===== config.mk =====
export PLATFORM = sky130hd
export DESIGN_NAME = rx_agc_ctrl
export DESIGN_NICKNAME = d
export VERILOG_FILES = /design/src/rtl/agc_pkg.sv /design/src/rtl/agc_gain_step.sv /design/src/rtl/rx_agc_ctrl.sv
export SDC_FILE = /design/constraint.sdc
export NUM_CORES = 1
export LEC_CHECK = 0
export CAP_MARGIN = 5
export CORE_ASPECT_RATIO = 1.75
export CORE_MARGIN = 2
export CORE_UTILIZATION = 51
export CTS_CLUSTER_SIZE = 12
export DETAILED_ROUTE_END_ITERATION = 10
export PLACE_DENSITY_LB_ADDON = 0.3
export RECOVER_POWER = 25
export SLEW_MARGIN = 20
export SYNTH_ARGS = -nofsm -noshare
export SYNTH_HDL_FRONTEND = slang
export SYNTH_SLANG_ARGS = --single-unit

===== constraint.sdc =====
create_clock -name clock -period 4.2 [get_ports clock]
set_input_delay 0.84 -clock clock [delete_from_list [all_inputs] [get_ports clock]]
set_output_delay 0.84 -clock clock [all_outputs]
set_load 0.03 [all_outputs]

===== src/rtl/agc_pkg.sv =====
// Shared types and default constants for the receive AGC controller.
package agc_pkg;

  localparam int unsigned GAIN_WIDTH_DEF    = 7;
  localparam int unsigned COARSE_STEP_DEF   = 6;
  localparam int unsigned SETTLE_CYCLES_DEF = 4096;
  localparam int unsigned LEVEL_WIDTH       = 16;

  typedef enum logic [1:0] {
    IDLE     = 2'd0,
    WAIT_ACK = 2'd1,
    SETTLE   = 2'd2,
    DECIDE   = 2'd3
  } agc_state_e;

endpackage


===== src/rtl/agc_gain_step.sv =====
// Saturating add of a signed step to an unsigned gain code, clamped to [0, 2^GAIN_WIDTH-1].
module agc_gain_step
  import agc_pkg::*;
#(
  parameter int unsigned GAIN_WIDTH = GAIN_WIDTH_DEF
) (
  input  logic        [GAIN_WIDTH-1:0] gain,
  input  logic signed [GAIN_WIDTH:0]   step,
  output logic        [GAIN_WIDTH-1:0] new_gain_c
);

  localparam int unsigned SUM_W = GAIN_WIDTH + 2;

  // One extra bit of headroom so GAIN_MAX+1 cannot wrap negative.
  logic signed [SUM_W-1:0] sum;
  logic signed [SUM_W-1:0] gain_max;

  assign gain_max = $signed({2'b00, {GAIN_WIDTH{1'b1}}});
  assign sum      = $signed({2'b00, gain}) + $signed({step[GAIN_WIDTH], step});

  always_comb begin
    new_gain_c = gain;
    if (sum < 0) begin
      new_gain_c = '0;
    end else if (sum > gain_max) begin
      new_gain_c = '1;
    end else begin
      new_gain_c = sum[GAIN_WIDTH-1:0];
    end
  end

endmodule


===== src/rtl/rx_agc_ctrl.sv =====
// Closed-loop receive AGC: settles after each gain load, then steps gain toward target,
// with overload forcing a coarse reduction. Gain is handed to the loader via req/ack.
module rx_agc_ctrl
  import agc_pkg::*;
#(
  parameter int unsigned GAIN_WIDTH    = GAIN_WIDTH_DEF,
  parameter int unsigned COARSE_STEP   = COARSE_STEP_DEF,
  parameter int unsigned SETTLE_CYCLES = SETTLE_CYCLES_DEF
) (
  input  logic                   clock,
  input  logic                   reset,
  input  logic                   enable,
  input  logic [LEVEL_WIDTH-1:0] rssi,
  input  logic [LEVEL_WIDTH-1:0] over_count,
  input  logic [LEVEL_WIDTH-1:0] target,
  input  logic [LEVEL_WIDTH-1:0] hysteresis,
  input  logic [LEVEL_WIDTH-1:0] over_thresh,
  input  logic [GAIN_WIDTH-1:0]  manual_gain,
  output logic [GAIN_WIDTH-1:0]  gain,
  output logic                   gain_req,
  input  logic                   gain_ack,
  output logic                   locked
);

  localparam int unsigned CNT_W = (SETTLE_CYCLES > 1) ? $clog2(SETTLE_CYCLES) : 1;
  localparam logic [CNT_W-1:0] CNT_LOAD = CNT_W'(SETTLE_CYCLES - 1);
  localparam logic signed [GAIN_WIDTH:0] STEP_COARSE = -$signed((GAIN_WIDTH+1)'(COARSE_STEP));
  localparam logic signed [GAIN_WIDTH:0] STEP_DOWN   = '1;
  localparam logic signed [GAIN_WIDTH:0] STEP_UP     = (GAIN_WIDTH+1)'(1);

  agc_state_e                  state, state_nxt;
  logic [CNT_W-1:0]            cnt, cnt_nxt;
  logic [GAIN_WIDTH-1:0]       gain_nxt;
  logic                        req_nxt;
  logic                        locked_nxt;
  logic signed [GAIN_WIDTH:0]  step;
  logic                        adjust;
  logic [GAIN_WIDTH-1:0]       new_gain_c;
  logic [LEVEL_WIDTH:0]        upper_c;
  logic [LEVEL_WIDTH:0]        rssi_hi_c;

  // 17-bit sums so large target/hysteresis values never wrap.
  assign upper_c   = {1'b0, target} + {1'b0, hysteresis};
  assign rssi_hi_c = {1'b0, rssi} + {1'b0, hysteresis};

  // Decision priority: overload, too hot, too cold, else deadband.
  always_comb begin
    step   = '0;
    adjust = 1'b1;
    if (over_count > over_thresh) begin
      step = STEP_COARSE;
    end else if ({1'b0, rssi} > upper_c) begin
      step = STEP_DOWN;
    end else if (rssi_hi_c < {1'b0, target}) begin
      step = STEP_UP;
    end else begin
      adjust = 1'b0;
    end
  end

  agc_gain_step #(.GAIN_WIDTH(GAIN_WIDTH)) u_gain_step (
    .gain       (gain),
    .step       (step),
    .new_gain_c (new_gain_c)
  );

  always_ff @(posedge clock or posedge reset) begin
    if (reset) begin
      state    <= IDLE;
      cnt      <= '0;
      gain     <= '0;
      gain_req <= 1'b0;
      locked   <= 1'b0;
    end else begin
      state    <= state_nxt;
      cnt      <= cnt_nxt;
      gain     <= gain_nxt;
      gain_req <= req_nxt;
      locked   <= locked_nxt;
    end
  end

  always_comb begin
    state_nxt  = state;
    cnt_nxt    = cnt;
    gain_nxt   = gain;
    req_nxt    = gain_req;
    locked_nxt = locked;
    if (!enable) begin
      // Disabling abandons any outstanding request; gain holds.
      state_nxt  = IDLE;
      req_nxt    = 1'b0;
      locked_nxt = 1'b0;
    end else begin
      unique case (state)
        IDLE: begin
          gain_nxt  = manual_gain;
          req_nxt   = 1'b1;
          state_nxt = WAIT_ACK;
        end
        WAIT_ACK: begin
          if (gain_ack) begin
            req_nxt   = 1'b0;
            cnt_nxt   = CNT_LOAD;
            state_nxt = SETTLE;
          end
        end
        SETTLE: begin
          if (cnt == '0) begin
            state_nxt = DECIDE;
          end else begin
            cnt_nxt = cnt - CNT_W'(1);
          end
        end
        DECIDE: begin
          if (adjust && (new_gain_c != gain)) begin
            locked_nxt = 1'b0;
            gain_nxt   = new_gain_c;
            req_nxt    = 1'b1;
            state_nxt  = WAIT_ACK;
          end else begin
            locked_nxt = !adjust;
            cnt_nxt    = CNT_LOAD;
            state_nxt  = SETTLE;
          end
        end
        default: state_nxt = IDLE;
      endcase
    end
  end

endmodule

Word-level counts from Yosys, hierarchy flattened
Cells that the tools add are included.
{"block": "classes", "order_cmp": 5, "addsub": 4, "n_mux": 26, "n_eq_ne": 13, "reduce_logical": 10}
{"cell": "$mux W12", "n": 3}
{"cell": "$pmux W12 S3", "n": 1}
{"cell": "$add A16 B16 Y17", "n": 2}
{"cell": "$mux W7", "n": 3}
{"cell": "$gt A16 B17 Y1", "n": 1}
{"cell": "$lt A17 B16 Y1", "n": 1}
{"cell": "$gt A16 B16 Y1", "n": 1}
{"cell": "$mux W8", "n": 2}
{"cell": "$pmux W7 S2", "n": 1}
{"cell": "$logic_not A12 Y1", "n": 1}
{"cell": "$sub A12 B1 Y12 const B", "n": 1}
{"cell": "$mux W1", "n": 10}
{"cell": "$add A8 B8 Y9", "n": 1}
{"cell": "$gt A9 B8 Y1 const B", "n": 1}
{"cell": "$lt A9 B1 Y1 const B", "n": 1}
{"cell": "$ne A3 B3 Y1 const B", "n": 3}
{"cell": "$mux W2", "n": 4}
{"cell": "$ne A2 B2 Y1 const B", "n": 4}
{"cell": "$pmux W2 S4", "n": 1}
{"cell": "$ne A7 B7 Y1", "n": 1}
{"cell": "$reduce_and A3 Y1", "n": 2}
{"cell": "$reduce_and A5 Y1", "n": 1}
{"cell": "$eq A2 B2 Y1 const B", "n": 2}
{"cell": "$ne A4 B1 Y1 const B", "n": 1}
{"cell": "9 further kinds", "n": 9}
{"block": "word_totals", "output_inout_bits": 9, "reg_bits": 23, "input_bits": 91, "wordCells": 63}

Logic depth before layout (Yosys ltp)
Gate-level depths: netlist (run 1).
{"block": "depth", "word_depth": 14, "mapped_depth": 39, "ltp_nobuf": 37}

By module
From an unflattened synthesis (run 1), not the netlist that was laid out.
{"block": "unflattened", "cells_unflattened": 541, "hier_area_um2": 4523.1}
{"module": "rx_agc_ctrl", "n_inst": 1, "cells_each": 497, "area_per_inst_um2": 4162.7}
{"module": "agc_gain_step", "n_inst": 1, "cells_each": 44, "area_per_inst_um2": 360.3}

Least setup slack after synthesis (run 1)
Ideal clock, no wire load.
{"block": "synth_path", "kind": "input-to-reg", "start": "input port target[1]", "end": "register cnt[3]", "n_path_buf": 0, "arrival_ns": 7.440, "required_ns": 4.080, "cell_stages": 36, "setup_slack_ns": -3.360, "cell_sequence": "ha_1 > a21o_1 > a21oi_1 > o21bai_1 > a21oi_1 > o21bai_1 > a21oi_1 > o21ai_0 > nor4_1 > o31a_1 > nor2_1 > nor2_1 > xor2_1 > ha_1 > o21ai_0 > nand2b_1 > a21oi_1 > or4_4 > a211oi_1 > nor2_1 > nor2_1 > ha_1 > inv_1 > fa_1 > nor2b_1 > o31a_1 > o211ai_1 > and2_0 > and2_1 > a221oi_4 > nand3b_1 > a221oi_2 > o2111a_2 > o21ai_2 > or3_1 > o211a_1"}
{"block": "synth_via", "elab_chain_cells": 12, "word_cells_on_any_way": 18, "cone_classes": "2 x add/sub; 4 x order compare; 2 x eq/ne; 8 x mux; 2 x reduce/logical"}
{"item": "from (decl)", "line_no": "rx_agc_ctrl.sv:15", "source": "input logic [LEVEL_WIDTH-1:0] target,"}
{"item": "$add A16 B16 Y17 / $lt A17 B16 Y1 (equally long branches)", "line_no": "rx_agc_ctrl.sv:43, rx_agc_ctrl.sv:54"}
{"item": "$gt A16 B17 Y1 / $mux W1 (equally long branches)", "line_no": "rx_agc_ctrl.sv:52, rx_agc_ctrl.sv:54"}
{"item": "$mux W8", "line_no": "rx_agc_ctrl.sv:52", "source": "end else if ({1'b0, rssi} > upper_c) begin"}
{"item": "$mux W8", "line_no": "rx_agc_ctrl.sv:50", "source": "if (over_count > over_thresh) begin"}
{"item": "$add A8 B8 Y9", "line_no": "agc_gain_step.sv:19", "source": "assign sum = $signed({2'b00, gain}) + $signed({step[GAIN_WIDTH], step});"}
{"item": "$gt A9 B8 Y1", "line_no": "agc_gain_step.sv:25", "source": "end else if (sum > gain_max) begin"}
{"item": "$mux W7", "line_no": "agc_gain_step.sv:25"}
{"item": "$mux W7", "line_no": "agc_gain_step.sv:23", "source": "if (sum < 0) begin"}
{"item": "$ne A7 B7 Y1", "line_no": "rx_agc_ctrl.sv:116", "source": "if (adjust && (new_gain_c != gain)) begin"}
{"item": "$logic_and A1 B1 Y1 (*)", "line_no": "rx_agc_ctrl.sv:116"}
{"item": "$ne A2 B2 Y1 (no source line) (*)"}
{"item": "$reduce_and A5 Y1 (no source line) (*)"}
{"item": "to (signal assigned)", "line_no": "rx_agc_ctrl.sv:76", "source": "cnt <= cnt_nxt;"}
{"item": "to (decl)", "line_no": "rx_agc_ctrl.sv:32", "source": "logic [CNT_W-1:0] cnt, cnt_nxt;"}
Every way passes the cells marked *; elsewhere a longest branch is shown, timed or not.
A chain may end at the register's enable or synchronous reset.

Final worst setup path (run 1)
{"block": "layout_path", "start": "input port hysteresis[3]", "end": "register cnt[6]"}
{"block": "layout_via", "elab_chain_cells": 13, "word_cells_on_any_way": 19, "cone_classes": "3 x add/sub; 4 x order compare; 2 x eq/ne; 8 x mux; 2 x reduce/logical"}
{"item": "from (decl)", "line_no": "rx_agc_ctrl.sv:16", "source": "input logic [LEVEL_WIDTH-1:0] hysteresis,"}
{"item": "$add A16 B16 Y17", "line_no": "rx_agc_ctrl.sv:44", "source": "assign rssi_hi_c = {1'b0, rssi} + {1'b0, hysteresis};"}
{"item": "$lt A17 B16 Y1", "line_no": "rx_agc_ctrl.sv:54", "source": "end else if (rssi_hi_c < {1'b0, target}) begin"}
{"item": "$mux W1", "line_no": "rx_agc_ctrl.sv:54"}
{"item": "$mux W8", "line_no": "rx_agc_ctrl.sv:52"}
{"item": "$mux W8", "line_no": "rx_agc_ctrl.sv:50"}
{"item": "$add A8 B8 Y9", "line_no": "agc_gain_step.sv:19"}
{"item": "$gt A9 B8 Y1", "line_no": "agc_gain_step.sv:25"}
{"item": "$mux W7", "line_no": "agc_gain_step.sv:25"}
{"item": "$mux W7", "line_no": "agc_gain_step.sv:23"}
{"item": "$ne A7 B7 Y1", "line_no": "rx_agc_ctrl.sv:116"}
{"item": "$logic_and A1 B1 Y1 (*)", "line_no": "rx_agc_ctrl.sv:116"}
{"item": "$ne A2 B2 Y1 (no source line) (*)"}
{"item": "$reduce_and A5 Y1 (no source line) (*)"}
Marked as above.

==> impl_metrics.ini, run 1 <==
[synth]
synth_cells = 594
ys.flop_type = dfrtp_1
syn_avg_cell_area_um2 = 7.83
synth_top_area_share_pct = 25.0
ys_top_cells_by_area = ha_1 (25%), dfrtp_1 (12%), inv_1 (5.6%)
ys_seq_area_share_pct = 12.4
netlist_area_um2 = 4650
async_flop_share_pct = 100
syn_nets = 781
synth_edf_count = 0
yosysTopAreaCell = ha_1
yosys_warnings = 0
ys_types = 76
ys_ff_latch = 23

[placed_design]
gp_congestion = 0.975
post-dp-hpwl_um = 13000
placed_area_um2 = 6880
portBuffers = 99
pre_cts_slack_ns = -4.37

[pwr]
internal-power_uw = 1910
p_comb_share_pct = 82.0
ir_worst_vdd_v = 0.000597
p_clk_share_pct = 6.0
p_switching_uw = 1850
p_leak_uw = 0.00377
pwr-share-seq_pct = 12.0
swShare_pct = 49.2
powerDensity_nw_per_um2 = 460

[clock_network]
clockBufferDepth = 2
h-tree-depth = 1
clockRootBuffer = clkbuf_16
cts_sinks = 23
clkTransAtPathRegs_ns = 0.07
cts_hold_buf = 0
cts_tree = yes
clkLatencyLatePin_ns = 0.27
cts_made_buffers = 3

[drt]
detail-route-antenna-nets = 0
drt_iter0_drc = 700
vias = 6916
dr.pass1.iters = 6
wl_per_cell_um = 25.1
drt_wl_total_um = 25700
vias_per_cell = 6.75
route.detailed.drc = 0

[die]
die-height_um = 130
coreArea_um2 = 8980
die_area_um2 = 9920
start_util_pct = 51.8
rows = 46
dieWidth_um = 76.2
io_pins = 100

[critical_path]
crit_top_cell = nor2_1
crit_type = primary input to flip-flop
arrival_ns = 8.31
cp_max_fo = 8
crit_required_ns = 4.33
start_kind = primary input
cp-end-kind = flip-flop
max_stage_delay_ns = 0.53
slowest_stage = or4_4

[sta]
setup_ws_ns = -3.99
slew_headroom_pct = 37.9
hold_violations = 0
finalSetupViolCount = 23
rsz0062_at_grt = yes
worst_slew_pin_slew_ns = 0.930
period_minus_slack_ns = 8.19
max_freq_mhz = 122
slew_viol_final = 0
tns_ns = -86.45
period_share_pct = 195
fin_skew_ns = 0.00871

[grt]
grt-ovfl-total = 0
grt_max_degree = 25
antenna_found_initial = 0
grt_pass1_wl_um = 32500
grt_pass1_vias = 6902
grt_use_total_pct = 40.5

[final_layout]
n_fill_cell = 347
fin_util_pct = 90.9
fin_area_um2 = 8160
drive_gt1_share_pct = 38.7
area_delta_synth_final_pct = 75.6
antennaDiodeCount = 0
nNetsFinal = 1092
layout_common_cells = buf_4 (204), clkdlybuf4s50_1 (83), ha_1 (75), inv_1 (64), nor2_1 (39)
final_common_cell = buf_4

[status]
violations = negative setup slack
outcome = complete, but fails checks

[worst_hold_path]
worstHoldPathType = flip-flop to flip-flop

[run]
maxCapViolations = 0
[what timing repair did]
item,4_1_cts,5_1_grt
gates resized for setup,122,56
setup buffers,62,19
pin swaps,94,75
gates cloned,1,0
setup endpoints to repair,23,23
[registers in the layout (all words and copies together), names as in the netlist]
signal    flops
state         2
cnt          12
locked        1
gain_req      1
gain          7
[power by group through the flow]
| stage | Sequential [µW] | Clock, µW | Combinational (µW) |
|---|---|---|---|
| final | 449 | 225 | 3080 |
| after global routing | 457 | 231 | 3220 |
| after CTS | 427 | 212 | 2580 |
| after detailed placement | 428 | 0 | 2300 |
| after global placement | 422 | 0 | 2200 |
| after floorplan | 466 | 0 | 1320 |
[final timing paths]
check | slack, ns | to | startpoint | cells after the start
worst min register to register | 0.56 | gain_req | gain_req | 1
worst max-delay path | -3.99 | cnt[6] | hysteresis[3] | 39
worst max register to register | -0.13 | cnt[6] | gain[0] | 18
min in group asynchronous | 1.23 | gain[5] | reset | 2
worst min-delay path | 0.56 | gain_req | gain_req | 1
max in group asynchronous | 2.40 | cnt[5] | reset | 2
[cell families after synthesis]
logic type | synth area share (%)
adder cells (fa/ha/maj) | 26.3
AND/OR/NAND/NOR | 20.0
buffers and inverters | 6.97
XOR/XNOR | 5.65
multiplexers | 1.56
flip-flops | 12.4
AO/OA/AOI/OAI | 27.1
[layout make-up]
cell class	count	area [µm²]	area share, %
clock buffers	3	75.1	0.920
well taps	120	150	1.84
flip-flops and latches	23	576	7.05
clock inverters	1	5.00	0.0613
inverters	70	263	3.22
multi-input cells	492	4420	54.1
repair buffers	315	2680	32.8
[critical path, delay by kind of cell]
family | cells | cell delay, ns
and+or+nand+nor | 11 | 1.80
xor gates and xnor gates | 2 | 0.28
adders and majority gates | 4 | 1.32
muxes | 1 | 0.24
AOI/OAI and AO/OA | 15 | 3.00
buffers and inverters | 6 | 0.81
[per-layer routing]
metal / vias up / GRT usage [%] / share of wire, %
met5: - / 0 / 0
met4: 0 / 34.9 / 13
met3: 316 / 6.50 / 11
met2: 618 / 78.2 / 46
met1: 3161 / 36.5 / 30
li1: 2821 / - / -
[cells in the mapped netlist (all sizes together), types with 8 or more instances]
library cell  instances
ha                   93
inv                  70
nor2                 48
a21oi                45
nand2                35
o21ai                35
dfrtp                23
xnor2                19
nand3                17
nor2b                12
nor3                 11
xor2                 11
a21o                  8
and2                  8
and3                  8
nor3b                 8
o21a                  8
[through the flow]
| step | power [µW] | hold slack (ns) | std cells |
|---|---|---|---|
| floorplan | 1790 | 0.513 | 594 |
| global placement | 2620 | 0.519 | 942 |
| detailed placement | 2730 | 0.537 | 942 |
| CTS | 3220 | 0.557 | 1005 |
| global route | 3910 | 0.585 | 1024 |
| finish | 3750 | 0.561 | 1024 |
No activity file was read; power rests on OpenSTA's default activity.
==> run 2, diff against run 1 <==
--- a/config.mk
+++ b/config.mk
@@ -11,7 +11,7 @@
 export CORE_UTILIZATION = 51
 export CTS_CLUSTER_SIZE = 12
 export DETAILED_ROUTE_END_ITERATION = 10
-export PLACE_DENSITY_LB_ADDON = 0.3
+export PLACE_DENSITY = 0.89
 export RECOVER_POWER = 25
 export SLEW_MARGIN = 20
 export SYNTH_ARGS = -nofsm -noshare
==> run 2 against run 1 <==
Against the previous run: the run now fails in 5_1_grt; synthesized cell count stayed put; synthesized area unchanged.
==> impl_metrics.ini, run 2 <==
[clock_network]
clockBufferDepth = 2
h-tree-depth = 1
cts_hold_buf = 0
clockRootBuffer = clkbuf_16
cts_sinks = 23
cts_made_buffers = 3

[placed_design]
portBuffers = 99
gp_congestion = 1.03
post-dp-hpwl_um = 13800
place_inst = 954
pre_cts_slack_ns = -4.51

[status]
outcome = did not finish
stop_stage = 5_1_grt
tool.error = [ERROR GRT-0232] Routing congestion too high. Check the congestion heatmap in the GUI.

[synth]
syn_avg_cell_area_um2 = 7.83
ys_seq_area_share_pct = 12.4
synth_top_area_share_pct = 25.0
synth.most_common_cell = ha_1
ys_top_cells_by_area = ha_1 (25%), dfrtp_1 (12%), inv_1 (5.6%)
yosys_warnings = 0
synth_commonest_cells = ha_1 (93), inv_1 (69), nor2_1 (48), a21oi_1 (45), nand2_1 (34)
ys.flop_type = dfrtp_1
synth_edf_count = 0
netlist_area_um2 = 4650
synth_cells = 594
ys_ff_latch = 23
async_flop_share_pct = 100
yosysTopAreaCell = ha_1
ys_types = 76
syn_nets = 781

[sta]
postGrtWorstEndpoint = cnt[2]$_DFFE_PP0P_/D
endpoint_type = register data pin

[die]
dieWidth_um = 76.2
start_util_pct = 51.8
rows = 46
io_pins = 100
die-height_um = 130

[grt]
grt_use_total_pct = 56.2
grt-ovfl-total = 2
grt_max_degree = 25
[run 2: cell counts after synthesis]
Identical to the previous run, type by type.
[run 2: logic make-up after synthesis]
| group | count (synthesis) | share of synthesized area, % |
|---|---|---|
| simple gates | 181 | 20.0 |
| buf+inv | 79 | 6.97 |
| fa+ha+maj | 96 | 26.3 |
| mux | 7 | 1.56 |
| compound gates | 178 | 27.1 |
| xor+xnor | 30 | 5.65 |
| flops | 23 | 12.4 |
[run 2: per-layer routing]
metal	global-route usage, %	overflow
met5	2.00	0
met4	62.5	1
met3	27.5	0
met2	86.4	1
met1	51.6	0
[run 2: per-stage QoR]
step	instance area (µm²)	utilization (%)
after global placement	6970	77.6
after floorplan	4750	-
after CTS	7820	87.1
after detailed placement	6970	77.6
[run 2: what timing repair did]
action	4_1_cts
resized for setup	133
cloned	1
pin swaps	71
buffers inserted	47
endpoints found under the setup margin	23
==> run 3, diff against run 2 <==
--- a/config.mk
+++ b/config.mk
@@ -6,12 +6,10 @@
 export NUM_CORES = 1
 export LEC_CHECK = 0
 export CAP_MARGIN = 5
-export CORE_ASPECT_RATIO = 1.75
 export CORE_MARGIN = 2
-export CORE_UTILIZATION = 51
-export CTS_CLUSTER_SIZE = 12
+export CORE_UTILIZATION = 36
 export DETAILED_ROUTE_END_ITERATION = 10
-export PLACE_DENSITY = 0.89
+export PLACE_DENSITY_LB_ADDON = 0.15
 export RECOVER_POWER = 25
 export SLEW_MARGIN = 20
 export SYNTH_ARGS = -nofsm -noshare
==> run 3 against run 2 <==
Against the previous run: the flow now finishes, with violations (negative setup slack).
==> impl_metrics.ini, run 3 (synthesized netlist as in run 1, its figures left out) <==
[pwr]
power_uw = 3440
powerDensity_nw_per_um2 = 436
ir_worst_vdd_v = 0.000474
p_leak_uw = 0.00365

[clock_network]
clockRootBuffer = clkbuf_16
clkLatencyLatePin_ns = 0.26
cts_sinks = 23
h-tree-depth = 1
clkTransAtPathRegs_ns = 0.06
cts_hold_buf = 0
clockBufferDepth = 2
cts_made_buffers = 3
cts_tree = yes

[die]
die_area_um2 = 13800
rows = 41
io_pins = 100
coreArea_um2 = 12600
start_util_pct = 36.8
die-height_um = 118
dieWidth_um = 118

[sta]
period_share_pct = 180
period_minus_slack_ns = 7.55
slew_viol_final = 0
setup_ws_ns = -3.35
rsz0062_at_grt = yes
fin_skew_ns = 0.00582
max_freq_mhz = 132
tns_ns = -72.36
finalSetupViolCount = 23
worst_slew_pin_slew_ns = 0.921
slew_headroom_pct = 38.5
hold_violations = 0

[critical_path]
max_stage_delay_ns = 0.53
cp-end-kind = flip-flop
crit_type = primary input to flip-flop
crit_top_cell = buf_4
crit_required_ns = 4.35
arrival_ns = 7.70
slowest_stage = clkdlybuf4s50_1
start_kind = primary input
cp_max_fo = 5

[drt]
wl_per_cell_um = 14.2
vias = 5418
dr.pass1.iters = 4
detail-route-antenna-nets = 0
drt_iter0_drc = 186
vias_per_cell = 5.14
route.detailed.drc = 0
drt_wl_total_um = 15000

[placed_design]
gp_congestion = 0.880
portBuffers = 99
post-dp-hpwl_um = 11400
pre_cts_slack_ns = -4.26
placed_area_um2 = 6960

[final_layout]
antennaDiodeCount = 0
nNetsFinal = 1071
regMostFlops = cnt
largest_registers = cnt (12), gain (7), state (2)
final_common_cell = buf_4
largest_reg_flops = 12
fin_area_um2 = 7890
drive_gt1_share_pct = 34.1
layout_common_cells = buf_4 (178), clkdlybuf4s50_1 (86), ha_1 (81), inv_1 (67), nor2_1 (42)
fin_util_pct = 62.5
area_delta_synth_final_pct = 69.7

[status]
violations = negative setup slack
outcome = complete, but fails checks

[worst_hold_path]
worstHoldPathType = flip-flop to flip-flop

[grt]
antenna_found_initial = 0
grt_use_total_pct = 21.3
grt_pass1_vias = 5541
grt_max_degree = 25
grt-ovfl-total = 0
grt_pass1_wl_um = 25200

[run]
maxCapViolations = 0
run 3: area by class of cell:
class | count | area [µm²]
fill | 1116 | 4730
clock buffer | 3 | 75.1
sequential | 23 | 576
multi-input combinational | 492 | 4230
clock inverter | 1 | 5.00
inverter | 70 | 265
tap | 172 | 215
timing repair buffer | 294 | 2520
run 3: power by group:
group | switching [µW] | internal, µW
clock network | 80.1 | 128
registers | 136 | 304
logic | 1300 | 1490
total | 1520 | 1920
run 3: worst paths after layout:
path	start	endpoint	slack, ns	depth (start not counted)
setup / recovery	rssi[4]	cnt[3]	-3.35	39
hold / removal	gain_req	gain_req	0.52	1
setup reg to reg	gain[0]	cnt[3]	0.26	17
hold reg to reg	gain_req	gain_req	0.52	1
max in group asynchronous	reset	cnt[2]	2.41	2
min in group asynchronous	reset	cnt[7]	1.22	2
run 3: critical path, delay by kind of cell:
| family | cells | cell delay (ns) |
|---|---|---|
| simple gates | 7 | 1.32 |
| fa+ha+maj | 4 | 1.07 |
| compound gates | 14 | 2.39 |
| buf+inv | 14 | 2.07 |
run 3: metal layers:
metal	vias to the layer above	routed length (µm)	share of wire [%]	track usage, %
li1	2753	-	-	-
met1	2536	6630	44	26.5
met2	107	7570	51	39.2
met3	22	529	3.5	2.76
met4	0	240	1.6	3.92
met5	-	0	0	0
run 3: what timing repair did:
item,4_1_cts,5_1_grt
pin swaps,81,38
gates resized for setup,105,30
setup buffers,45,18
setup endpoints to repair,23,23
gates cloned,1,0
run 3: through the flow:
stage,cells,hold WS (ns)
after global placement,996,0.500
after CTS,1044,0.531
after floorplan,594,0.513
after detailed placement,996,0.513
final,1055,0.523
after global routing,1055,0.556
